### config.mk
export PLATFORM = sky130hd
export DESIGN_NAME = fifo_wr_arbiter
export DESIGN_NICKNAME = d
export VERILOG_FILES = /design/src/rtl/fifo_wr_arbiter.sv
export SDC_FILE = /design/constraint.sdc
export NUM_CORES = 1
export LEC_CHECK = 0
export CAP_MARGIN = 20
export CORE_ASPECT_RATIO = 0.5
export CORE_UTILIZATION = 45
export CTS_CLUSTER_DIAMETER = 60
export DETAILED_ROUTE_END_ITERATION = 8
export PLACE_DENSITY = 0.91
export SYNTH_ARGS = -nofsm -noshare
export SYNTH_HDL_FRONTEND = slang
export SYNTH_SLANG_ARGS = --single-unit
### constraint.sdc
create_clock -name clk_i -period 3.5 [get_ports clk_i]
set_input_delay 0.35 -clock clk_i [delete_from_list [all_inputs] [get_ports clk_i]]
set_output_delay 0.35 -clock clk_i [all_outputs]
set_load 0.02 [all_outputs]
### src/rtl/fifo_wr_arbiter.sv
// Round-robin write arbiter: shares one fifo_sync write port between N_REQ
// valid/ready producers, holding each grant for bursts of up to MAX_BURST beats.
//   state    | meaning
//   ST_IDLE  | no grant held; arbitrate among valid producers
//   ST_BURST | grant_q owns the FIFO write port
module fifo_wr_arbiter #(
  parameter int DATA_WIDTH = 8,
  parameter int N_REQ      = 4,
  parameter int MAX_BURST  = 4
) (
  input  logic                          clk_i,
  input  logic                          resetn_i,
  input  logic [N_REQ-1:0]              req_valid,
  input  logic [N_REQ*DATA_WIDTH-1:0]   req_data,
  output logic [N_REQ-1:0]              req_ready,
  input  logic                          fifo_full,
  output logic                          fifo_w_en,
  output logic [DATA_WIDTH-1:0]         fifo_data_in,
  output logic [$clog2(N_REQ)-1:0]      grant_id,
  output logic                          busy
);

  localparam int GW = $clog2(N_REQ);
  localparam logic [0:0] ST_IDLE  = 1'b0;
  localparam logic [0:0] ST_BURST = 1'b1;
  localparam logic [7:0] CNT_LAST = 8'(MAX_BURST - 1);

  logic [0:0]      state_q, state_d;
  logic [GW-1:0]   grant_q, grant_d;
  logic [GW-1:0]   rr_last_q, rr_last_d;
  logic [7:0]      beat_cnt_q, beat_cnt_d;

  logic [GW:0]           pick;
  logic                  burst_end;
  logic [DATA_WIDTH-1:0] sel_data;

  // Returns {found, index}: first valid bit after base, wrapping, base itself last.
  function automatic logic [GW:0] rr_pick(input logic [N_REQ-1:0] valid,
                                          input logic [GW-1:0]    base);
    logic [GW:0] res;
    logic        found;
    int          idx;
    res   = '0;
    found = 1'b0;
    for (int i = 1; i <= N_REQ; i++) begin
      idx = int'(base) + i;
      if (idx >= N_REQ) idx = idx - N_REQ;
      if (!found && valid[idx]) begin
        found = 1'b1;
        res   = {1'b1, GW'(idx)};
      end
    end
    return res;
  endfunction

  always_comb begin
    sel_data = '0;
    for (int k = 0; k < N_REQ; k++) begin
      if (k == int'(grant_q)) sel_data = req_data[k*DATA_WIDTH +: DATA_WIDTH];
    end
  end

  always_comb begin
    state_d      = state_q;
    grant_d      = grant_q;
    rr_last_d    = rr_last_q;
    beat_cnt_d   = beat_cnt_q;
    req_ready    = '0;
    fifo_w_en    = 1'b0;
    fifo_data_in = '0;
    busy         = 1'b0;
    pick         = '0;
    burst_end    = 1'b0;
    case (state_q)
      ST_IDLE: begin
        pick = rr_pick(req_valid, rr_last_q);
        if (pick[GW]) begin
          state_d    = ST_BURST;
          grant_d    = pick[GW-1:0];
          rr_last_d  = pick[GW-1:0];
          beat_cnt_d = '0;
        end
      end
      ST_BURST: begin
        busy               = 1'b1;
        fifo_data_in       = sel_data;
        req_ready[grant_q] = ~fifo_full;
        fifo_w_en          = req_valid[grant_q] & ~fifo_full;
        if (fifo_w_en) beat_cnt_d = beat_cnt_q + 8'd1;
        // fifo_full alone never ends a burst; a dropped valid always does.
        burst_end = ~req_valid[grant_q] | (fifo_w_en & (beat_cnt_q == CNT_LAST));
        if (burst_end) begin
          pick       = rr_pick(req_valid, grant_q);
          beat_cnt_d = '0;
          if (pick[GW]) begin
            grant_d   = pick[GW-1:0];
            rr_last_d = pick[GW-1:0];
          end else begin
            state_d = ST_IDLE;
          end
        end
      end
      default: state_d = ST_IDLE;
    endcase
  end

  always_ff @(posedge clk_i or negedge resetn_i) begin
    if (!resetn_i) begin
      state_q    <= ST_IDLE;
      grant_q    <= '0;
      rr_last_q  <= GW'(N_REQ - 1);
      beat_cnt_q <= '0;
    end else begin
      state_q    <= state_d;
      grant_q    <= grant_d;
      rr_last_q  <= rr_last_d;
      beat_cnt_q <= beat_cnt_d;
    end
  end

  assign grant_id = grant_q;

endmodule
==> metrics.md, run 1 <==
| Metric | Value |
|---|---|
| Outcome | `finished, final reports clean` |
| Worst Setup SP | `grant_id[1]$_DFFE_PN0P_` |
| P per Cell Area | `812 nW/um^2` |
| Die Y | `42.8 um` |
| Reg2reg end | `grant_id[1]$_DFFE_PN0P_` |
| Synth Warn # | `0` |
| Kind of critical path | `reg2reg` |
| Clock skew | `0.00120 ns` |
| Routed vias | `1,601` |
| Worst-path clk slew | `0.05 ns` |
| FMAX | `0.330 GHz` |
| Row count | `14` |
| Vias/cell | `5.66` |
| Max Buffers Root-to-Sink | `2` |
| Post-synth design cell area | `1500 um^2` |
| Pre-CTS setup slack | `0.515 ns` |
| Fin. max-slew vios | `0` |
| Crit-path max FO | `9` |
| Multiplexer area fraction after synthesis | `9.60%` |
| CP max stage delay | `0.56 ns` |
| Root buffer cell | `clkbuf_8` |
| FILL cells | `241` |
| Worst hold path class | `in2async` |
| Layout cells sized above 1 | `6.17%` |
| Clock Latency Late Sink | `0.24 ns` |
| Seq/Total Area, Yosys | `21.9%` |
| Syn Area/Cell | `7.46 um^2` |
| Worst-case reg-to-reg path depth | `7` |
| Slew HR | `52.5%` |
| Antenna diode count | `0` |
| Area grow syn2layout | `37.5%` |
| Tightest Pin Transition | `0.712 ns` |
| Routed WL per cell | `14.1 um` |
| Die Wd | `83.6 um` |
| First-pass GRT wire length | `6370 um` |
| DRC viols | `0` |
| Asr flop ratio synth | `100%` |
| Synth Area in XOR/XNOR | `1.75%` |
| CP Data Arrival Time | `3.15 ns` |
| Maximum vdd drop | `0.548 mV` |
| Netlist cell types | `45` |
| # nets final | `288` |
| Startpoint types | `register` |
| Post-synth EDFFs | `0` |
| Worst r2r src | `grant_id[1]$_DFFE_PN0P_` |
| Final wirelength | `3990 um` |
| Initial antenna violation count | `0` |
| Slowest library cell on the worst path | `mux4_2` |
| Synth Area in Simple Gates | `34.3%` |
| CORE AREA | `3080 um^2` |
| Routed Antenna Nets | `0` |
| Setup bufs post-CTS | `0` |
| Synth Area in Compound Gates | `21.6%` |
| R2R Setup Slk | `0.47 ns` |
| Setup_tns | `0 ns` |
| Critical Path, Cell by Cell | `inv_1 -> ha_1 -> mux4_2 -> or3_1 -> or3_1 -> a311o_1 -> a21boi_1` |
| IO buf count | `54` |
| Total clock sinks | `13` |
| Yosys reg bits | `13` |
| Crit. End Element | `register` |
| Crit path time final | `3.03 ns` |
| Synth Flop Type | `dfrtp_1` |
| DR iter-0 viols | `112` |
| # hold bufs at CTS | `0` |
| Final hold viol count | `0` |
| Final setup fails | `0` |
| First drt pass iteration count | `5` |
| Starting Density | `48.6%` |
| Max cap viols | `0` |
| H-tree depth | `1` |
| Finished Core Util | `66.8%` |
| Total die area | `3580 um^2` |
| Inserted Clock Buffers | `3` |
| Req. time, crit path | `3.62 ns` |
| Most frequent CP cell | `or3_1` |
| Top-Level Pins | `55` |
| Vias in the first global route | `1,412` |
| GRT Total Usage | `21.9%` |
| Largest family of logic cells by synthesized area | `simple AND/OR/NAND/NOR gates` |
| Post-Syn Instances | `201` |
| Static leakage | `0.800 nW` |
| Adder-Cell Fraction of Synth Area | `4.17%` |
| PostCTS Resize Cnt | `0` |
| Final Cycle Share | `86.6%` |
| GPL Wtd Cong | `0.829` |
| Largest net degree at the start of global routing | `19` |
| CTS tree | `yes` |
| Post-synth net total | `245` |
| Overflow left after global routing | `0` |
| Post-route worst setup slack | `0.470 ns` |
| RSZ-0062 raised after global routing | `no` |
| Dpl hpwl | `2930 um` |
synthesized netlist by cell type, types with 2 or more instances:
master    count  area (um^2)
nand4_1       3         18.8
ha_1          5         62.6
buf_2         2         10.0
and3_1        2         12.5
nor2_1       13         48.8
a32o_1        2         20.0
o21ai_0      11         55.1
mux4_2        5          113
a21o_1        2         15.0
nand3b_1      8         60.1
nor2b_1       6         37.5
dfrtp_1      11          275
and2_1       14         87.6
a211oi_1      2         15.0
buf_6         2         22.5
o21ai_1       5         25.0
clkbuf_1     11         41.3
dfstp_2       2         52.6
nand3_1       5         25.0
nand2_1      30          113
nand2b_1      4         25.0
inv_1         3         11.3
buf_1         2         7.51
xnor2_1       3         26.3
a21oi_1      20          100
nor4_1        2         12.5
or3_1         3         18.8
nor3_1        5         25.0
mux2i_1       2         20.0
final cells by class:
type                       count  area [um^2]  share of cell area (%)
multi-input combinational    167         1070                    52.0
timing repair buffer          56          556                    27.0
sequential                    13          328                    15.9
tap                           40         50.0                    2.43
clock buffer                   4         45.0                    2.19
inverter                       3         11.3                   0.546
worst max-delay path, delay by kind of cell (launching register included):
kind                     cells  cell delay [ns]
AO/OA/AOI/OAI                2             0.50
AND/OR/NAND/NOR              2             0.72
adder cells (fa/ha/maj)      1             0.48
multiplexers                 1             0.56
buffers and inverters        1             0.15
flip-flops                   1             0.50
registers in the layout (all words and copies together), names as in the netlist:
register    count
grant_id        2
rr_last_q       2
beat_cnt_q      8
state_q         1
cell families after synthesis:
kind of cell,Yosys count
and+or+nand+nor,98
AOI/OAI and AO/OA,53
buffers and inverters,21
DFF,13
muxes,8
adders and majority gates,5
xor gates and xnor gates,3
metal layers:
layer / vias up / track usage, % / part of all wire, %
met4: 0 / 3.73 / 1.2
met2: 69 / 39.3 / 47
met5: - / 0 / 0
li1: 802 / - / -
met1: 724 / 28.4 / 44
met3: 6 / 3.70 / 8.1
worst max path at each step:
stage	endpoint	depth (start not counted)	slack (ns)
after global routing	fifo_data_in[4]	8	0.30
after floorplan	grant_id[1]$_DFFE_PN0P_	9	0.54
after CTS	grant_id[1]$_DFFE_PN0P_	7	0.50
after detailed placement	grant_id[1]$_DFFE_PN0P_	7	0.51
after global placement	grant_id[1]$_DFFE_PN0P_	6	0.58
final	grant_id[1]$_DFFE_PN0P_	7	0.47
per-stage QoR:
step                std cells  power, mW  hold slack, ns  area, um^2
CTS                       283       1.68           0.498        2060
global route              283       1.81           0.529        2060
floorplan                 201       1.17          0.0544        1500
finish                    283       1.67           0.478        2060
detailed placement        279       1.54           0.531        2020
global placement          279       1.50           0.516        2020
where the power goes:
part	switching (mW)	internal, mW
clock network	0.0486	0.0801
registers	0.0808	0.204
logic	0.651	0.610
total	0.780	0.894
cells in the final DEF (no fill, tap or decap), types with 6 or more instances in the layout:
master	count
a21oi_1	20
and2_1	14
clkdlybuf4s50_1	54
dfrtp_1	11
nand2_1	30
nand3b_1	8
nor2_1	13
nor2b_1	6
o21ai_0	11
(Power assumes the default switching activity.)
==> run 2, diff against run 1 <==
--- a/config.mk
+++ b/config.mk
@@ -7,10 +7,11 @@
 export LEC_CHECK = 0
 export CAP_MARGIN = 20
 export CORE_ASPECT_RATIO = 0.5
-export CORE_UTILIZATION = 45
+export CORE_UTILIZATION = 41
 export CTS_CLUSTER_DIAMETER = 60
 export DETAILED_ROUTE_END_ITERATION = 8
-export PLACE_DENSITY = 0.91
+export GPL_ROUTABILITY_DRIVEN = 0
+export PLACE_DENSITY = 0.88
 export SYNTH_ARGS = -nofsm -noshare
 export SYNTH_HDL_FRONTEND = slang
 export SYNTH_SLANG_ARGS = --single-unit
==> constraint.sdc (replaced) <==
create_clock -name clk_i -period 2.75 [get_ports clk_i]
set_input_delay 0.275 -clock clk_i [delete_from_list [all_inputs] [get_ports clk_i]]
set_output_delay 0.275 -clock clk_i [all_outputs]
set_load 0.02 [all_outputs]
==> run 2 against run 1 <==
Wire length is 6.4% higher. Non-clock buffer count is 7 higher. Register-to-register slack worse by 0.39 ns. Setup slack worse by 0.39 ns. Critical endpoint unchanged. Highest routed layer unchanged.
==> metrics.md, run 2 (synthesis results as in run 1) <==
| Metric | Value |
|---|---|
| Critical Path, Cell by Cell | `inv_4 -> ha_4 -> mux4_2 -> or3_4 -> or3_1 -> a311o_1 -> a21boi_1` |
| Top-Level Pins | `55 (unchanged)` |
| Max Buffers Root-to-Sink | `2 (unchanged)` |
| Crit-path max FO | `9 (unchanged)` |
| Final setup fails | `0 (unchanged)` |
| Max FFs per register | `8 (unchanged)` |
| Clock power share | `7.8% (about the same)` |
| Starting Density | `43.2% (-5.4 points)` |
| Seq pwr share | `16.0% (-1.0 points)` |
| Worst hold path class | `in2async` |
| DRC viols | `0 (unchanged)` |
| Maximum vdd drop | `0.365 mV (-33%)` |
| Dpl hpwl | `3190 um (+8.8%)` |
| Tightest Pin Transition | `0.578 ns (-0.134 ns)` |
| Layout cells sized above 1 | `11.6% (+5.4 points)` |
| Overflow left after global routing | `0 (unchanged)` |
| FMAX | `0.374 GHz (+13%)` |
| Startpoint types | `register` |
| Req. time, crit path | `2.87 ns (-0.75 ns)` |
| Final wirelength | `4250 um (+6.4%)` |
| Finished Layout Cells | `301 (+6.4%)` |
| Placed Instances | `297 (+6.5%)` |
| Slowest library cell on the worst path | `mux4_2` |
| Combinational share of power | `76.2% (+0.9 points)` |
| # nets final | `295 (+2.4%)` |
| DR iter-0 viols | `86 (-23%)` |
| DP Area | `2100 um^2 (+4.4%)` |
| CORE AREA | `3470 um^2 (+13%)` |
| Vias in the first global route | `1,476 (+4.5%)` |
| Switching share of total power | `46.4% (-0.20 points)` |
| Crit path time final | `2.67 ns (-0.360 ns)` |
| Pint | `1.23 mW (+38%)` |
| Total die area | `3920 um^2 (+9.4%)` |
| Kind of critical path | `reg2reg` |
| Row count | `15 (+1)` |
| Max cap viols | `0 (unchanged)` |
| First-pass GRT wire length | `6380 um (+0.11%)` |
| Initial antenna violation count | `0 (unchanged)` |
| Root buffer cell | `clkbuf_8` |
| Routed vias | `1,682 (+5.1%)` |
| Final Cycle Share | `97.1% (+11 points)` |
| Slew HR | `61.3% (+8.8 points)` |
| # hold bufs at CTS | `0 (unchanged)` |
| Vias/cell | `5.59 (-1.2%)` |
| Final hold viol count | `0 (unchanged)` |
| Routed Antenna Nets | `0 (unchanged)` |
| Most frequent cells in the layout | `clkdlybuf4s50_1, nand2_1, a21oi_1, and2_1, nor2_1` |
| Commonest non-fill, non-tap cell in the layout | `clkdlybuf4s50_1` |
| Inserted Clock Buffers | `3 (unchanged)` |
| CP max stage delay | `0.52 ns (-0.04 ns)` |
| Worst-path clk slew | `0.06 ns (about the same)` |
| Design Area, Final | `2160 um^2 (+5.0%)` |
| Die Y | `44.8 um (+4.5%)` |
| First drt pass iteration count | `4 (-1)` |
| IO buf count | `54 (unchanged)` |
| Net Sw Power | `1.07 mW (+37%)` |
| Crit. End Element | `register` |
| Routed WL per cell | `14.1 um (about the same)` |
| Antenna diode count | `0 (unchanged)` |
| GRT Total Usage | `21.3% (-0.56 points)` |
| Static leakage | `0.831 nW (+3.9%)` |
| Area grow syn2layout | `44.4%` |
| Total clock sinks | `13 (unchanged)` |
| Setup_tns | `0 ns (unchanged)` |
| RSZ-0062 raised after global routing | `no` |
| Die Wd | `87.5 um (+4.7%)` |
| Setup bufs post-CTS | `0 (unchanged)` |
| CTS tree | `yes` |
| CP top delay family | `simple AND/OR/NAND/NOR gates` |
| Fin. max-slew vios | `0 (unchanged)` |
| Outcome | `finished, final reports clean` |
| Clock skew | `0.00165 ns (+0.000455 ns)` |
| H-tree depth | `1 (unchanged)` |
| Hold slack | `0.393 ns (-0.0855 ns)` |
| Largest register by flop count | `beat_cnt_q` |
| CP Data Arrival Time | `2.80 ns (-0.35 ns)` |
| Largest net degree at the start of global routing | `19 (unchanged)` |
| Worst Path Buf+Inv | `1 (unchanged)` |
| Clock Latency Late Sink | `0.25 ns (about the same)` |
| P per Cell Area | `1060 nW/um^2 (+31%)` |
run 2: changes by cell type in the layout (fill, tap and decap cells not counted), sizes merged:
cell / delta
buf: +7
run 2: worst paths after layout:
kind	slack (ns)	cells after the start	start	end
min	0.39	1	resetn_i	beat_cnt_q[3]$_DFFE_PN0P_
min in group clk_i	0.53	1	beat_cnt_q[2]$_DFFE_PN0P_	beat_cnt_q[2]$_DFFE_PN0P_
max	0.08	7	grant_id[0]$_DFFE_PN0P_	grant_id[1]$_DFFE_PN0P_
max reg2reg	0.08	7	grant_id[0]$_DFFE_PN0P_	grant_id[1]$_DFFE_PN0P_
min reg2reg	0.53	1	beat_cnt_q[2]$_DFFE_PN0P_	beat_cnt_q[2]$_DFFE_PN0P_
max in group asynchronous	1.95	1	resetn_i	grant_id[1]$_DFFE_PN0P_
run 2: stage by stage:
step                setup slack, ns  util, %  power [mW]
global route                 0.0100     62.3        2.47
CTS                          0.0557     62.0        2.27
floorplan                   -0.0485        -        1.52
detailed placement           0.0678     60.6        2.08
finish                       0.0796     62.3        2.30
global placement              0.143     60.6        2.02
run 2: final cells by class:
| type | instances | area, um^2 |
|---|---|---|
| timing repair buffer | 63 | 608 |
| clock buffer | 4 | 45.0 |
| tap | 51 | 63.8 |
| inverter | 3 | 13.8 |
| sequential | 13 | 330 |
| multi-input combinational | 167 | 1100 |
| fill | 276 | 1310 |
run 2: worst register-to-register path: cells and delay by family, from the launching register on:
| family | cells | cell delay, ns |
|---|---|---|
| buf+inv | 1 | 0.06 |
| mux | 1 | 0.52 |
| simple gates | 2 | 0.72 |
| flops | 1 | 0.46 |
| compound gates | 2 | 0.46 |
| fa+ha+maj | 1 | 0.32 |
run 2: power groups by stage:
stage | Clock [mW] | Sequential, mW | Combinational (mW)
after floorplan | 0 | 0.343 | 1.18
after global routing | 0.188 | 0.377 | 1.91
after global placement | 0 | 0.360 | 1.66
final | 0.179 | 0.368 | 1.75
after CTS | 0.177 | 0.362 | 1.73
after detailed placement | 0 | 0.364 | 1.72
run 2: timing repair:
item | 4_1_cts | 5_1_grt
setup endpoints to repair | 7 | 7
cloned | 0 | 0
resized for setup | 1 | 2
run 2: routing by layer:
| metal | vias to the layer above | share of wire (%) | global-route usage, % |
|---|---|---|---|
| met5 | - | 0 | 0 |
| met3 | 9 | 8.6 | 5.30 |
| met2 | 67 | 48 | 38.6 |
| met1 | 790 | 42 | 24.4 |
| li1 | 816 | - | - |
| met4 | 0 | 1.8 | 10.5 |
==> run 3, diff against run 2 <==
--- a/config.mk
+++ b/config.mk
@@ -12,6 +12,7 @@
 export DETAILED_ROUTE_END_ITERATION = 8
 export GPL_ROUTABILITY_DRIVEN = 0
 export PLACE_DENSITY = 0.88
+export SLEW_MARGIN = 20
 export SYNTH_ARGS = -nofsm -noshare
 export SYNTH_HDL_FRONTEND = slang
 export SYNTH_SLANG_ARGS = --single-unit
==> results of run 3 <==
The final DEF is identical to that of run 2; final timing and power are the same.
==> RTL change, RTL diff (config.mk and constraints of run 3) <==
`DATA_WIDTH`: 8 -> 6.
--- a/src/rtl/fifo_wr_arbiter.sv
+++ b/src/rtl/fifo_wr_arbiter.sv
@@ -4,7 +4,7 @@
 //   ST_IDLE  | no grant held; arbitrate among valid producers
 //   ST_BURST | grant_q owns the FIFO write port
 module fifo_wr_arbiter #(
-  parameter int DATA_WIDTH = 8,
+  parameter int DATA_WIDTH = 6,
   parameter int N_REQ      = 4,
   parameter int MAX_BURST  = 4
 ) (
Interface: changed (resized fifo_data_in and req_data); port bits go from 55 to 45. The function was not compared with the original's and may differ.
==> RTL change against run 3 <==
Sequential cell count did not move; first-iteration DRC count is 38% higher; hold slack better by 0.0067 ns; setup slack improved by 0.089 ns; core utilization fell by 0.32 points; via count fell by 13%; clock power is 4% lower; synthesized area fell by 5.3%; wire length down 14%; design area is 9.7% lower; total power fell by 9.8%; clock skew shrank 0.0011 ns; critical path depth rose by 1; sequential share of layout area increased by 1.6 points; critical path type unchanged.
==> RTL change: results <==
{
  "switching_power_mw": 0.9210,
  "syn-num-nets": 209,
  "power_leakage_nw": 0.7731,
  "drtIter0Drc": 119,
  "cts-root-buf": "clkbuf_8",
  "cp.arrival_ns": 2.70,
  "antenna_found_initial": 0,
  "grt_first_pass_wirelength_um": 5947,
  "synth_compound_area_frac": 0.2388,
  "ys_top_cells_by_count": "nand2_1, a21oi_1, and2_1, dfrtp_1",
  "p_clk_mw": 0.172,
  "yosysWarnings": 0,
  "postCtsHoldBufs": 0,
  "vdd_ir_drop_max_mv": 0.3234,
  "clockBufferDepth": 2,
  "ys_top_cells_by_area": "dfrtp_1, mux4_2, a21oi_1",
  "largest_register_ffs": 8,
  "postCtsSetupBuffers": 0,
  "numPortBuffers": 44,
  "hp-class": "input pin to async pin",
  "grt_max_degree": 16,
  "finClkSkew_ns": 0.0005880,
  "largest-register": "beat_cnt_q",
  "synth_ff_type": "dfrtp_1",
  "status": "completed",
  "setup-violations-final": 0,
  "num_vias": 1459,
  "swShare": 0.4438,
  "crit_fanout": 8,
  "nNetsFinal": 252,
  "numCtsBuffers": 3,
  "synth.distinct_cells": 44,
  "seq_area_frac_synth": 0.2308,
  "dp_hpwl_um": 2752,
  "grt_pass1_vias": 1304,
  "clk_latency_ns": 0.25,
  "grtUsageTotal": 0.2050,
  "dr.pass1.iters": 4,
  "wire_per_inst_um": 14.29,
  "slew_headroom": 0.6145,
  "h-tree-depth": 1,
  "pre_cts_slack_ns": 0.1464,
  "drive_gt1_frac": 0.1395,
  "synthAdderAreaFrac": 0.04405,
  "path_clk_slew_ns": 0.05,
  "p_seq_frac": 0.170,
  "yosys.area_share.xor_xnor": 0,
  "synth_async_sr_flop_share": 1.000,
  "muxShareOfSynthArea": 0.1172,
  "ctsResizeCount": 0
}
## RTL change: final timing paths
path                       slack, ns             to     startpoint  cells after the start
max                             0.17    grant_id[1]    grant_id[1]                      8
min                             0.40  beat_cnt_q[7]       resetn_i                      1
max reg2reg                     0.17    grant_id[1]    grant_id[1]                      8
min reg2reg                     0.50  beat_cnt_q[0]  beat_cnt_q[0]                      1
max in group asynchronous       1.94    grant_id[0]       resetn_i                      1
min in group clk_i              0.50  beat_cnt_q[0]  beat_cnt_q[0]                      1
## RTL change: cell type report
cell class	count	area, um^2
clock buffers	4	45.04
fillers	259	1197
inverters	5	18.77
multi-input cells	141	1011
flip-flops and latches	13	330.3
well taps	40	50.05
repair buffers	52	500.5
## RTL change: per-stage QoR
stage / instance area, um^2 / utilization / instances
floorplan: 1443 / - / 173
global placement: 1898 / 0.6020 / 251
detailed placement: 1898 / 0.6020 / 251
CTS: 1943 / 0.6163 / 255
global route: 1956 / 0.6202 / 255
finish: 1956 / 0.6202 / 255
## RTL change: worst max-delay path: stages, from the launching register on
cell	delay (ns)
dfrtp_2	0.40
inv_1	0.21
ha_4	0.23
mux4_2	0.52
or2_4	0.28
o41ai_2	0.30
a21oi_1	0.07
a211o_1	0.31
a21boi_1	0.13
## RTL change: routing by layer
| metal | global-route usage | share of wire | vias to the layer above |
|---|---|---|---|
| met4 | 0.03390 | 0.0047 | 0 |
| met1 | 0.2500 | 0.45 | 682 |
| met3 | 0.06095 | 0.081 | 4 |
| li1 | - | - | 719 |
| met2 | 0.3726 | 0.47 | 54 |
| met5 | 0 | 0 | - |
